`config.mk`:
```
export PLATFORM = sky130hd
export DESIGN_NAME = memory_access
export DESIGN_NICKNAME = d
export VERILOG_FILES = /design/src/rtl/memory_access.sv
export SDC_FILE = /design/constraint.sdc
export NUM_CORES = 1
export LEC_CHECK = 0
export ABC_AREA = 1
export BUFFER_PORTS_ARGS = -buffer_cell sky130_fd_sc_hd__buf_2
export CAP_MARGIN = 30
export CELL_PAD_IN_SITES_DETAIL_PLACEMENT = 1
export CELL_PAD_IN_SITES_GLOBAL_PLACEMENT = 2
export CORE_MARGIN = 8
export CORE_UTILIZATION = 20
export CTS_CLUSTER_DIAMETER = 50
export DETAILED_ROUTE_END_ITERATION = 16
export GPL_ROUTABILITY_DRIVEN = 0
export PLACE_DENSITY = 0.83
export SYNTH_ARGS = -nofsm -noshare
export SYNTH_HDL_FRONTEND = slang
export SYNTH_SLANG_ARGS = --single-unit
```
`constraint.sdc`:
```
create_clock -name clk -period 2.4 [get_ports clk]
set_clock_uncertainty 0.1 [all_clocks]
set_input_delay 0.6 -clock clk [delete_from_list [all_inputs] [get_ports clk]]
set_output_delay 0.6 -clock clk [all_outputs]
set_load 0.005 [all_outputs]
```
`src/rtl/memory_access.sv`:
```
// memory_access: memory stage of the pipelined RV32I core, between EX/MEM and MEM/WB.
//
// Runs at most one load/store at a time on a variable-latency data-memory bus.
// It steers byte lanes for stores and selects and extends lanes for loads.
// While a transaction waits for its ack, it stalls the upstream pipeline.
//
// Ports:
//   clk, reset_n             clock, synchronous active-low reset
//   PIP_*_i                  EX/MEM pipeline inputs (controls, address/ALU result, store data, funct3, rd)
//   dmem_req_o/we_o/addr_o/be_o/wdata_o, dmem_rdata_i, dmem_ack_i
//                            data-memory bus
//   mem_stall_o              hold PC, IF/ID, ID/EX and EX/MEM this cycle
//   PIP_*_o                  MEM/WB pipeline register outputs
//   PIP_misaligned_o         one-cycle flag for a dropped misaligned access
//   MEM_WB_operand_o         forwarding value taken from MEM/WB
module memory_access (
  input  logic        clk,
  input  logic        reset_n,
  input  logic        PIP_write_mem_i,
  input  logic        PIP_read_mem_i,
  input  logic [31:0] PIP_alu_result_i,
  input  logic [31:0] PIP_second_operand_i,
  input  logic [2:0]  PIP_mem_size_i,
  input  logic        PIP_use_mem_i,
  input  logic        PIP_write_reg_i,
  input  logic [4:0]  PIP_rd_i,
  output logic        dmem_req_o,
  output logic        dmem_we_o,
  output logic [31:0] dmem_addr_o,
  output logic [3:0]  dmem_be_o,
  output logic [31:0] dmem_wdata_o,
  input  logic [31:0] dmem_rdata_i,
  input  logic        dmem_ack_i,
  output logic        mem_stall_o,
  output logic        PIP_use_mem_o,
  output logic        PIP_write_reg_o,
  output logic [4:0]  PIP_rd_o,
  output logic [31:0] PIP_alu_result_o,
  output logic [31:0] PIP_mem_data_o,
  output logic        PIP_misaligned_o,
  output logic [31:0] MEM_WB_operand_o
);

  typedef enum logic {ST_IDLE, ST_WAIT} state_t;

  state_t      state, state_next;

  logic        access_pending;
  logic        is_store;
  logic        is_byte;
  logic        is_half;
  logic        is_word;
  logic        is_unsigned;
  logic        misaligned;
  logic        aligned_access;
  logic [1:0]  byte_off;
  logic [7:0]  load_byte;
  logic [15:0] load_half;
  logic [31:0] load_ext;

  logic        capture_access;
  logic        insert_bubble;
  logic        flag_misaligned;

  // funct3 decode. Only 000/100 have [1:0]=00, and only 001/101 have [1:0]=01.
  // Every remaining code, including the unused ones, therefore falls into the
  // word class.
  assign access_pending = PIP_read_mem_i | PIP_write_mem_i;
  assign is_store       = PIP_write_mem_i;
  assign is_byte        = (PIP_mem_size_i[1:0] == 2'b00);
  assign is_half        = (PIP_mem_size_i[1:0] == 2'b01);
  assign is_word        = PIP_mem_size_i[1];
  assign is_unsigned    = PIP_mem_size_i[2];
  assign byte_off       = PIP_alu_result_i[1:0];

  assign misaligned     = access_pending &
                          ((is_half & byte_off[0]) | (is_word & (byte_off != 2'b00)));
  assign aligned_access = access_pending & ~misaligned;

  // The bus address, direction and data come straight from EX/MEM.
  // Upstream is frozen by the stall, so these stay stable until the ack.
  assign dmem_we_o   = is_store;
  assign dmem_addr_o = {PIP_alu_result_i[31:2], 2'b00};

  // Byte-lane enables and lane-replicated store data.
  always_comb begin
    dmem_be_o    = 4'b1111;
    dmem_wdata_o = PIP_second_operand_i;
    if (is_byte) begin
      dmem_be_o    = 4'b0001 << byte_off;
      dmem_wdata_o = {4{PIP_second_operand_i[7:0]}};
    end else if (is_half) begin
      dmem_be_o    = 4'b0011 << {byte_off[1], 1'b0};
      dmem_wdata_o = {2{PIP_second_operand_i[15:0]}};
    end
  end

  // Pick the addressed lane out of the read word and sign- or zero-extend it.
  always_comb begin
    load_byte = dmem_rdata_i[7:0];
    case (byte_off)
      2'd0: load_byte = dmem_rdata_i[7:0];
      2'd1: load_byte = dmem_rdata_i[15:8];
      2'd2: load_byte = dmem_rdata_i[23:16];
      2'd3: load_byte = dmem_rdata_i[31:24];
      default: load_byte = dmem_rdata_i[7:0];
    endcase
    load_half = byte_off[1] ? dmem_rdata_i[31:16] : dmem_rdata_i[15:0];
    load_ext  = dmem_rdata_i;
    if (is_byte) begin
      load_ext = is_unsigned ? {24'b0, load_byte} : {{24{load_byte[7]}}, load_byte};
    end else if (is_half) begin
      load_ext = is_unsigned ? {16'b0, load_half} : {{16{load_half[15]}}, load_half};
    end
  end

  // State register.
  always_ff @(posedge clk) begin
    if (!reset_n) begin
      state <= ST_IDLE;
    end else begin
      state <= state_next;
    end
  end

  // Next-state logic.
  // WAIT is entered only when a request is not acked in its first cycle.
  always_comb begin
    state_next = state;
    case (state)
      ST_IDLE: if (aligned_access && !dmem_ack_i) state_next = ST_WAIT;
      ST_WAIT: if (dmem_ack_i)                    state_next = ST_IDLE;
      default: state_next = ST_IDLE;
    endcase
  end

  // Bus request, stall and MEM/WB load selection.
  // Holding reset low masks the request and the stall, so an ack that
  // arrives during or after reset finds no request and is ignored.
  always_comb begin
    dmem_req_o      = 1'b0;
    mem_stall_o     = 1'b0;
    capture_access  = 1'b0;
    insert_bubble   = 1'b0;
    flag_misaligned = 1'b0;
    if (reset_n) begin
      case (state)
        ST_IDLE: begin
          if (aligned_access) begin
            dmem_req_o = 1'b1;
            if (dmem_ack_i) begin
              capture_access = 1'b1;
            end else begin
              mem_stall_o   = 1'b1;
              insert_bubble = 1'b1;
            end
          end else if (access_pending) begin
            insert_bubble   = 1'b1;
            flag_misaligned = 1'b1;
          end
        end
        ST_WAIT: begin
          dmem_req_o = 1'b1;
          if (dmem_ack_i) begin
            capture_access = 1'b1;
          end else begin
            mem_stall_o   = 1'b1;
            insert_bubble = 1'b1;
          end
        end
        default: ;
      endcase
    end
  end

  // MEM/WB pipeline register.
  // A completed store carries no load data, so its data field is zero.
  always_ff @(posedge clk) begin
    if (!reset_n) begin
      PIP_use_mem_o    <= 1'b0;
      PIP_write_reg_o  <= 1'b0;
      PIP_rd_o         <= 5'd0;
      PIP_alu_result_o <= 32'd0;
      PIP_mem_data_o   <= 32'd0;
      PIP_misaligned_o <= 1'b0;
    end else if (insert_bubble) begin
      PIP_use_mem_o    <= 1'b0;
      PIP_write_reg_o  <= 1'b0;
      PIP_rd_o         <= 5'd0;
      PIP_alu_result_o <= 32'd0;
      PIP_mem_data_o   <= 32'd0;
      PIP_misaligned_o <= flag_misaligned;
    end else begin
      PIP_use_mem_o    <= PIP_use_mem_i;
      PIP_write_reg_o  <= PIP_write_reg_i;
      PIP_rd_o         <= PIP_rd_i;
      PIP_alu_result_o <= PIP_alu_result_i;
      PIP_mem_data_o   <= (capture_access && !is_store) ? load_ext : 32'd0;
      PIP_misaligned_o <= 1'b0;
    end
  end

  assign MEM_WB_operand_o = PIP_use_mem_o ? PIP_mem_data_o : PIP_alu_result_o;

endmodule

```
* After elaboration in Yosys (flattened, before gate mapping)
Index checks and enable logic that the tools add are counted.
Operators by class: shifts and indexed selects 2, eq/ne operators 4, bitwise operators 11, reductions and logical operators 10, mux-type cells 28
Operator list (number):
- 32-bit two-way mux | 7
- 8-bit one-hot mux with 4 select lines | 1
- 16-bit two-way mux | 1
- 1-bit two-way mux | 12
- 1-bit one-hot mux with 2 select lines | 5
- 4-bit two-way mux | 2
- 1-bit NOT | 5
- 1-bit AND | 4
- 2-bit by 1-bit equality test with 1-bit output (second input constant) | 2
- 2-bit equality test (second input constant) | 2
- 2-bit zero test | 2
- 4-bit OR reduction | 1
- 1-bit by 2-bit << shifter with 4-bit output (first input constant) | 1
- 2-bit by 2-bit << shifter with 4-bit output (first input constant) | 1
- 3-bit OR reduction | 1
- 1-bit logical AND | 2
- 1-bit zero test | 2
- 1-bit OR | 2
- 2-bit nonzero test | 1
- 2-bit OR reduction | 1
Storage, ports and cells: output and inout port bits 175, logic and storage cells 62, bits of input ports 111, register bits after elaboration 73

* Longest topological paths before layout
Gate-level depths: netlist of run 1.
depth in word-level cells 12, gate-level depth with buffers 10, mapped depth without buffers 7

* Worst setup path before layout of run 1
No wires, ideal clock.
path type in2out, start input port PIP_mem_size_i[1], end output port dmem_wdata_o[10], arrival 1498 ps, path buffers 3, stages 7, data required time 1700 ps, slack 202 ps, cell sequence buf_2 > inv_2 > buf_6 > nand2_2 > inv_1 > buf_2 > o21ai_0
Between the ends: word-level cells in the longest chain between the ends 2
Ends and longest elaborated chain:
- start, declared | RTL line 23 | input logic [2:0] PIP_mem_size_i,
- 2-bit zero test | RTL line 70 | assign is_byte = (PIP_mem_size_i[1:0] == 2'b00);
- 32-bit two-way mux | RTL line 89 | if (is_byte) begin
- end, declared | RTL line 31 | output logic [31:0] dmem_wdata_o,
Every way passes these cells.

* Worst setup path in the final report of run 1
start input port PIP_mem_size_i[1], end output port dmem_wdata_o[24]
Between the ends: word-level cells in the longest chain between the ends 3, elaborated cells on any way between the ends 4, those cells by class eq/ne (1); mux (2); reduce/logical (1)
Ends and longest elaborated chain:
- 2-bit by 1-bit equality test with 1-bit output | RTL line 71 | assign is_half = (PIP_mem_size_i[1:0] == 2'b01);
- 32-bit two-way mux | RTL line 92 | end else if (is_half) begin
- 32-bit two-way mux (*) | RTL line 89
Every way passes the cells marked *; elsewhere a longest branch is shown, timed or not.

==> results.json, run 1 <==
{
  "io_pins": 286,
  "grt_pass1_wl_um": 26010,
  "min_path_type": "input pin to flip-flop",
  "p_seq_share_pct": 38.9,
  "cts_setup_buffers": 0,
  "die_h_um": 156.7,
  "met2_length_um": 8608,
  "worst-path-buf-inv": 4,
  "cpMostUsedCell": "buf_2",
  "cts-hold-fix-buffers": 0,
  "end_kind": "primary output",
  "ant_nets": 0,
  "cts_resized": 0,
  "num_rows": 51,
  "drtIter0Drc": 144,
  "syn_to_final_growth_pct": 43.56,
  "top_layer_used": "met5",
  "swShare_pct": 28.55,
  "routed-wl-met3_um": 1620,
  "crit_path_max_incr_delay_ns": 0.31,
  "route.detailed.drc": 0,
  "power.density_nw_per_um2": 577.4,
  "power_frac_clock_pct": 42.5,
  "clock_path_buffers": 2,
  "reg2reg_depth": 7,
  "gr-total-overflow": 0,
  "path_delay_family": "buffers and inverters",
  "die_x_um": 156.7,
  "multiInputGateArea_sq_um": 1658,
  "io_buffers": 283,
  "start_util_pct": 20.35,
  "pre_cts_slack_ns": 0.09873,
  "p_leak_nw": 3.405,
  "arrival_ns": 1.58,
  "insertion_delay_ns": 0.34,
  "finalSetupViolations": 0,
  "place_area_sq_um": 5381,
  "dp_cells": 1061,
  "n_fill_cell": 2516,
  "finalPower_mw": 3.283,
  "yosysUniqueCellTypes": 27,
  "p_int_mw": 2.346,
  "final_util_pct": 29.22,
  "synth_top_family_by_area": "simple AND/OR/NAND/NOR gates",
  "status": "complete, no violations",
  "max_slew_margin_pct": 66.62,
  "design_area_sq_um": 5687,
  "routed_wl_um": 17320,
  "cts_tree": "yes",
  "ys_ff_latch": 73,
  "max_freq_ghz": 0.4392,
  "drive_gt1_share_pct": 44.83,
  "coreArea_sq_um": 19460,
  "synth_compound_area_share_pct": 9.255,
  "worstSetupPathType": "input pin to primary output",
  "synth_mux_area_share_pct": 9.097,
  "min-delay-start": "PIP_use_mem_i",
  "final.min_clock_period_ns": 2.277,
  "synthSimpleGateAreaFrac_pct": 23.25,
  "crit_path_cell_trace": "buf_2 -> inv_2 -> nand2_2 -> inv_1 -> nand2_1 -> o211ai_1 -> buf_2",
  "min_path_cells": 3,
  "worst_slack_ns": 0.1234,
  "synthArstFlopShare_pct": 0,
  "grt_usage_pct": 13.79,
  "nNetsFinal": 918,
  "hold_end": "PIP_use_mem_o",
  "period_share_pct": 94.86,
  "first_pass_iters": 4,
  "worstPathMaxFanout": 15,
  "avgSynthCellArea_sq_um": 6.999,
  "critPathRequiredTime_ns": 1.70,
  "layoutNonFillerInstCount": 1078,
  "syn-instance-count": 566,
  "cts_buffers": 9,
  "antenna_found_initial": 3,
  "die-area_sq_um": 24570,
  "ys_warn_count": 0,
  "synth-seq-area-share_pct": 36.89,
  "p_sw_uw": 937.4,
  "whs_ns": 0.3576,
  "grt_pass1_vias": 4692,
  "routedWlPerCell_um": 16.07,
  "h-tree-depth": 3,
  "fin_tns_setup_ns": 0,
  "synth_area_sq_um": 3961,
  "worstMarginPinSlew_ns": 0.4988,
  "r2r_start": "state",
  "via_per_inst": 4.065,
  "dp_hpwl_um": 14430,
  "maxCapViolations": 0,
  "rsz0062_at_grt": "no",
  "vias": 4382,
  "pwr-share-comb_pct": 18.7,
  "clk_pin_slew_ns": 0.06,
  "cp_slowest_cell": "inv_1",
  "seqCellArea_sq_um": 1463,
  "ir_worst_vdd_v": 0.0002551,
  "rrSetupSlack_ns": 1.13,
  "synth_edf_count": 0,
  "synthAdderAreaFrac_pct": 0,
  "drv_slew": 0,
  "met1_length_um": 6694,
  "rr_endpoint": "PIP_alu_result_o[1]",
  "cts_sinks": 73,
  "hold_viol": 0,
  "synth_ff_type": "dfxtp_1",
  "synth_xor_area_share_pct": 0,
  "cts-root-buf": "clkbuf_16",
  "grt_max_degree": 40,
  "startpoint_type": "input pin"
}
==> worst min-delay path, delay by kind of cell <==
kind / cells / cell delay, ns
buf+inv: 2 / 0.13
simple gates: 1 / 0.03
==> how the worst max path moves through the flow <==
stage                                 start          endpoint  slack, ns  cells past startpoint
after floorplan           PIP_mem_size_i[1]  dmem_wdata_o[10]       0.20                      7
after global placement    PIP_mem_size_i[1]  dmem_wdata_o[24]       0.14                      7
after detailed placement  PIP_mem_size_i[1]  dmem_wdata_o[24]        0.1                      7
after CTS                 PIP_mem_size_i[1]  dmem_wdata_o[24]       0.09                      7
after global routing      PIP_mem_size_i[1]  dmem_wdata_o[24]      0.006                      7
final                     PIP_mem_size_i[1]  dmem_wdata_o[24]       0.12                      7
==> flip-flops by register name, indices dropped and copies added, names as in the netlist <==
name and count:
PIP_rd_o 5, state 1, PIP_alu_result_o 32, PIP_write_reg_o 1
PIP_mem_data_o 32, PIP_use_mem_o 1, PIP_misaligned_o 1
==> layout by cell type (no fill, tap or decap), types with 2 or more instances in the layout <==
master,synthesis,routed
buf_2,15,283
nand2_1,142,141
inv_1,97,97
dfxtp_1,73,72
a21oi_1,40,40
nor2_1,36,36
mux2_2,27,27
nand3_1,26,26
o21ai_0,17,17
nor2_2,12,12
buf_4,41,12
clkbuf_16,0,9
o211ai_1,7,7
mux2_1,5,5
inv_2,4,4
nand2_2,3,4
conb_1,1,2
clkinv_4,0,2
inv_6,0,2
buf_12,0,2
==> cells by family (layout without fill, tap and decap cells) <==
kind of cell           after synthesis  after routing
and+or+nand+nor                    222            222
buffers and inverters              170            415
DFF                                 73             73
AOI/OAI and AO/OA                   68             68
muxes                               32             32
other                                1              3
==> area by class of cell <==
class | instances | share of cell area, %
Multi-Input combinational cell | 324 | 29.15
Timing Repair Buffer | 297 | 27.19
Sequential cell | 73 | 25.72
Inverter | 102 | 6.733
Tap cell | 265 | 5.831
Clock buffer | 9 | 3.960
Clock inverter | 7 | 1.364
Antenna cell | 1 | 0.04400
==> cells in the mapped netlist, types with 2 or more instances <==
library cell  count  area [sq um]
mux2_1            5         56.30
nand3_1          26         130.1
clkbuf_1          5         18.77
nor2_2           12         75.07
dfxtp_1          73          1461
buf_4            41         307.8
nor2_1           36         135.1
inv_2             4         15.01
buf_6             5         56.30
inv_1            97         364.1
a21oi_1          40         200.2
buf_2            15         75.07
o211ai_1          7         52.55
buf_1             2         7.510
o21ai_0          17         85.08
nand2_1         142         533.0
nand2_2           3         18.77
mux2_2           27         304.0
==> routing by layer <==
layer,global-route usage [%],vias up
li1,-,2163
met1,14.58,2013
met2,24.67,176
met3,5.350,26
met4,4.485,4
met5,0,-
==> power groups by stage <==
stage,Sequential [mW],Clock [mW],Combinational (mW)
CTS,1.28,1.47,0.629
global placement,1.30,0,0.618
floorplan,1.31,0,0.328
global route,1.28,1.50,0.693
finish,1.28,1.39,0.613
detailed placement,1.30,0,0.627
(Power assumes the default switching activity.)
==> run 2: changes to the inputs <==
--- a/config.mk
+++ b/config.mk
@@ -10,11 +10,13 @@
 export CAP_MARGIN = 30
 export CELL_PAD_IN_SITES_DETAIL_PLACEMENT = 1
 export CELL_PAD_IN_SITES_GLOBAL_PLACEMENT = 2
+export CORE_ASPECT_RATIO = 2
 export CORE_MARGIN = 8
 export CORE_UTILIZATION = 20
 export CTS_CLUSTER_DIAMETER = 50
 export DETAILED_ROUTE_END_ITERATION = 16
 export GPL_ROUTABILITY_DRIVEN = 0
+export GPL_TIMING_DRIVEN = 1
 export PLACE_DENSITY = 0.83
 export SYNTH_ARGS = -nofsm -noshare
 export SYNTH_HDL_FRONTEND = slang
==> run 2 against run 1 <==
Largest power group is now registers. First-iteration DRC count decreased by 26%. Count of clock-buffer cells in the layout is 2 higher. Utilization is 0.38 points lower. Non-clock buffer count increased by 3. Sequential share of layout area grew 0.10 points. Largest cell class unchanged. Design area down 0.40%. Via count rose by 2.1%. Hold slack better by 0.016 ns. Sequential cell count stayed put. Clock power down 11%.
==> results.json, run 2 (synthesized netlist as in run 1, its figures left out) <==
{
  "grt_pass1_vias": 5072,
  "cts-root-buf": "clkbuf_16",
  "nNetsFinal": 921,
  "end_kind": "primary output",
  "crit_path_cell_trace": "buf_4 -> mux2_2 -> buf_2",
  "hold_viol": 0,
  "start_util_pct": 20.17,
  "hold_end": "state",
  "io_pins": 286,
  "finalPower_mw": 3.144,
  "rrSetupSlack_ns": 1.03,
  "coreArea_sq_um": 19640,
  "grt_max_degree": 33,
  "io_buffers": 283,
  "final_cell_mix": "buf_2 (283), nand2_1 (141), inv_1 (96)",
  "finalSetupViolations": 0,
  "setup.worst_path.start": "PIP_use_mem_o",
  "reg2reg_depth": 5,
  "min-delay-start": "dmem_ack_i",
  "insertedDiodeCount": 0,
  "p_sw_uw": 885.4,
  "drive_gt1_share_pct": 44.96,
  "period_share_pct": 93.85,
  "worstSetupPathType": "flip-flop to primary output",
  "min_path_type": "input pin to flip-flop",
  "max_freq_ghz": 0.4440,
  "swShare_pct": 28.16,
  "first_pass_iters": 4,
  "power_frac_clock_pct": 39.5,
  "startpoint_type": "flip-flop",
  "syn_to_final_growth_pct": 42.99,
  "status": "complete, no violations",
  "drtIter0Drc": 107,
  "critPathRequiredTime_ns": 1.70,
  "grt_pass1_wl_um": 26920,
  "insertion_delay_ns": 0.34,
  "cts-hold-fix-buffers": 0,
  "worstPathMaxFanout": 25,
  "via_per_inst": 4.156,
  "crit_path_max_incr_delay_ns": 0.41,
  "r2r_start": "state",
  "cts_sinks": 73,
  "top_regs": "PIP_alu_result_o: 32 flops, PIP_mem_data_o: 32 flops, PIP_rd_o: 5 flops",
  "clk_pin_slew_ns": 0.07,
  "p_seq_share_pct": 40.7,
  "cts_buffers": 9,
  "die_h_um": 215.0,
  "cp_slowest_cell": "mux2_2",
  "die_x_um": 115.5,
  "drv_slew": 0,
  "grt_usage_pct": 13.95,
  "p_leak_nw": 3.390,
  "arrival_ns": 1.55,
  "h-tree-depth": 3,
  "dp_hpwl_um": 14820,
  "vias": 4472,
  "final.min_clock_period_ns": 2.252,
  "gr-total-overflow": 0,
  "route.detailed.drc": 0,
  "rr_endpoint": "PIP_mem_data_o[31]",
  "p_int_mw": 2.259,
  "antenna_found_initial": 1,
  "ir_worst_vdd_v": 0.0002911,
  "fin_tns_setup_ns": 0,
  "pwr-share-comb_pct": 19.8,
  "num_rows": 73,
  "power.density_nw_per_um2": 555.1,
  "ant_nets": 0,
  "min_path_cells": 2,
  "rsz0062_at_grt": "no",
  "routedWlPerCell_um": 16.43,
  "cts_tree": "yes",
  "routed_wl_um": 17680,
  "die-area_sq_um": 24840,
  "clock_path_buffers": 2,
  "final_common_cell": "buf_2",
  "maxCapViolations": 0
}
## run 2: cell count changes in the layout (fill, tap and decap cells not counted), sizes merged
cell | before | now
inv | 103 | 100
diode | 1 | 0
bufinv | 1 | 0
clkinvlp | 1 | 2
clkbuf | 9 | 11
buf | 297 | 300
## run 2: layout make-up
cell class	instances	area, sq um
Clock buffer	11	242.7
Clock inverter	4	30.03
Fill cell	2560	13970
Tap cell	262	327.8
Sequential cell	73	1463
Timing Repair Buffer	300	1556
Inverter	102	386.6
Multi-Input combinational cell	324	1658
## run 2: layer usage
layer	part of all wire, %	GRT usage (%)	up-vias
met5	0.068	0	-
met2	47	24.11	240
met3	11	5.421	13
met1	40	15.28	2056
met4	1.3	3.749	2
li1	-	-	2161
## run 2: per-stage QoR
| step | std cells | util [%] | hold slack, ns | setup slack, ns | cell area, sq um |
|---|---|---|---|---|---|
| after floorplan | 567 | - | 0.4123 | 0.2022 | 3965 |
| after global placement | 1061 | 27.44 | 0.4618 | 0.1629 | 5388 |
| after detailed placement | 1061 | 27.44 | 0.4539 | 0.09577 | 5388 |
| after CTS | 1076 | 28.82 | 0.3600 | 0.08899 | 5660 |
| after global routing | 1076 | 28.84 | 0.3771 | 0.04213 | 5664 |
| final | 1076 | 28.84 | 0.3738 | 0.1476 | 5664 |
## run 2: what timing repair did
action,in CTS,in global routing
buffers inserted,0,0
endpoints found under the setup margin,0,15
gates resized for setup,0,1
## run 2: critical path, delay by kind of cell (launching register included)
kind	cells	cell delay, ns
mux	1	0.41
flops	1	0.32
buf+inv	2	0.46
## run 2: worst max-delay path by stage
| stage | endpoint | slack (ns) |
|---|---|---|
| floorplan | dmem_wdata_o[10] | 0.20 |
| global placement | dmem_wdata_o[26] | 0.16 |
| detailed placement | dmem_wdata_o[26] | 0.1 |
| CTS | dmem_wdata_o[26] | 0.09 |
| global route | dmem_wdata_o[26] | 0.04 |
| finish | MEM_WB_operand_o[10] | 0.15 |
## run 2: power by group through the flow
stage / Clock (mW) / Sequential [mW] / Combinational (mW)
after floorplan: 0 / 1.31 / 0.328
after global placement: 0 / 1.30 / 0.625
after detailed placement: 0 / 1.31 / 0.634
after CTS: 1.30 / 1.28 / 0.638
after global routing: 1.34 / 1.28 / 0.702
final: 1.24 / 1.28 / 0.622
==> run 3: changes to the inputs <==
--- a/config.mk
+++ b/config.mk
@@ -10,7 +10,7 @@
 export CAP_MARGIN = 30
 export CELL_PAD_IN_SITES_DETAIL_PLACEMENT = 1
 export CELL_PAD_IN_SITES_GLOBAL_PLACEMENT = 2
-export CORE_ASPECT_RATIO = 2
+export CORE_ASPECT_RATIO = 0.8
 export CORE_MARGIN = 8
 export CORE_UTILIZATION = 20
 export CTS_CLUSTER_DIAMETER = 50
==> run 3 against run 2 <==
Sequential cell count unchanged. First-iteration DRC count is 16% lower. Hold slack worse by 0.0056 ns. Highest routed layer unchanged. Sequential power is essentially flat. Via count is 4.0% lower. Critical path type is now input pin to primary output. Critical endpoint is now dmem_be_o[1].
==> results.json, run 3 (synthesized netlist as in run 1, its figures left out) <==
{
  "drive_gt1_share_pct": 45.02,
  "max_freq_ghz": 0.4351,
  "syn_to_final_growth_pct": 44.73,
  "status": "complete, no violations",
  "die-area_sq_um": 24590,
  "drtIter0Drc": 90,
  "cts_buffers": 9,
  "clk_pin_slew_ns": 0.06,
  "vias": 4292,
  "rr_endpoint": "PIP_alu_result_o[1]",
  "gr-total-overflow": 0,
  "startpoint_type": "input pin",
  "die_x_um": 173.3,
  "cpMostUsedCell": "buf_2",
  "ant_nets": 0,
  "crit_path_cell_trace": "buf_2 -> inv_2 -> nand2_2 -> buf_4 -> nand2_1 -> o21ai_0 -> buf_2",
  "routed_wl_um": 17700,
  "h-tree-depth": 3,
  "start_util_pct": 20.18,
  "cts-root-buf": "clkbuf_16",
  "design_area_sq_um": 5733,
  "rsz0062_at_grt": "no",
  "worst_slack_ns": 0.1017,
  "drv_slew": 0,
  "top_regs": "PIP_alu_result_o: 32 flops, PIP_mem_data_o: 32 flops, PIP_rd_o: 5 flops",
  "critPathRequiredTime_ns": 1.70,
  "cp.depth": 7,
  "place_area_sq_um": 5400,
  "insertion_delay_ns": 0.33,
  "rrSetupSlack_ns": 1.12,
  "reg2reg_depth": 7,
  "cp_slowest_cell": "buf_4",
  "ir_worst_vdd_v": 0.0003450,
  "final.min_clock_period_ns": 2.298,
  "antenna_found_initial": 5,
  "hold_viol": 0,
  "io_pins": 286,
  "grt_pass1_wl_um": 26900,
  "end_kind": "primary output",
  "via_per_inst": 3.981,
  "power.density_nw_per_um2": 592.9,
  "whs_ns": 0.3682,
  "pre_cts_slack_ns": 0.1139,
  "min_path_cells": 2,
  "min-delay-start": "dmem_ack_i",
  "p_sw_uw": 942.2,
  "route.detailed.drc": 0,
  "grt_usage_pct": 13.99,
  "coreArea_sq_um": 19630,
  "path_delay_family": "buffers and inverters",
  "power_frac_clock_pct": 44.2,
  "fin_tns_setup_ns": 0,
  "first_pass_iters": 4,
  "clock_path_buffers": 2,
  "cts_setup_buffers": 0,
  "worst-path-buf-inv": 4,
  "grt_pass1_vias": 4574,
  "cts_resized": 0,
  "cts_sinks": 73,
  "n_fill_cell": 2513,
  "grt_max_degree": 40,
  "worstPathMaxFanout": 25,
  "final_common_cell": "buf_2",
  "p_leak_nw": 3.411,
  "num_rows": 46,
  "setup.worst_path.start": "PIP_mem_size_i[1]",
  "final_cell_mix": "buf_2 (283), nand2_1 (141), inv_1 (96)",
  "finalSetupViolations": 0,
  "dp_hpwl_um": 14360,
  "p_seq_share_pct": 37.6,
  "arrival_ns": 1.60,
  "swShare_pct": 27.72,
  "cts_tree": "yes",
  "min_path_type": "input pin to flip-flop",
  "die_h_um": 141.9,
  "cts-hold-fix-buffers": 0,
  "routedWlPerCell_um": 16.42,
  "period_share_pct": 95.76,
  "maxCapViolations": 0,
  "r2r_start": "state",
  "io_buffers": 283,
  "crit_path_max_incr_delay_ns": 0.29,
  "worstSetupPathType": "input pin to primary output",
  "pwr-share-comb_pct": 18.1,
  "nNetsFinal": 919,
  "p_int_mw": 2.457,
  "cp-endpoint": "dmem_be_o[1]"
}
-- run 3: cell types whose count changed in the layout (fill, tap and decap cells not counted), moves of 2 or more --
cell       change
buf_12         +2
buf_4          -4
bufinv_16      +2
clkinv_4       -2
inv_6          +3
-- run 3: worst min-delay path by stage --
stage	endpoint	slack (ns)
6_report	state	0.37
5_1_grt	PIP_rd_o[1]	0.37
4_1_cts	state	0.36
3_5_place_dp	PIP_misaligned_o	0.49
3_3_place_gp	PIP_misaligned_o	0.50
2_1_floorplan	PIP_misaligned_o	0.41
-- run 3: layout make-up --
class	instances	area (sq um)	area share [%]
multi-input combinational	324	1658	28.92
antenna	1	2.502	0.04365
tap	264	330.3	5.762
clock inverter	7	101.3	1.768
clock buffer	9	225.2	3.928
timing repair buffer	298	1567	27.32
inverter	102	386.6	6.744
sequential	73	1463	25.51
-- run 3: metrics by stage --
step / util [%] / power, mW / cells
after global routing: 29.21 / 3.596 / 1078
final: 29.21 / 3.399 / 1078
after floorplan: - / 1.633 / 567
after detailed placement: 27.52 / 1.939 / 1061
after global placement: 27.52 / 1.929 / 1061
after CTS: 29.18 / 3.475 / 1077
-- run 3: routing by layer --
layer | track usage (%) | vias to the layer above | wire length, um
li1 | - | 2165 | -
met1 | 16.53 | 1949 | 7464
met2 | 23.75 | 148 | 8563
met3 | 5.259 | 22 | 1378
met4 | 3.170 | 8 | 250
met5 | 0 | - | 46
-- run 3: power groups by stage --
stage | combinational (mW) | sequential [mW] | clock (mW)
floorplan | 0.328 | 1.31 | 0
global placement | 0.623 | 1.31 | 0
detailed placement | 0.631 | 1.31 | 0
CTS | 0.634 | 1.28 | 1.56
global route | 0.696 | 1.29 | 1.61
finish | 0.616 | 1.28 | 1.50
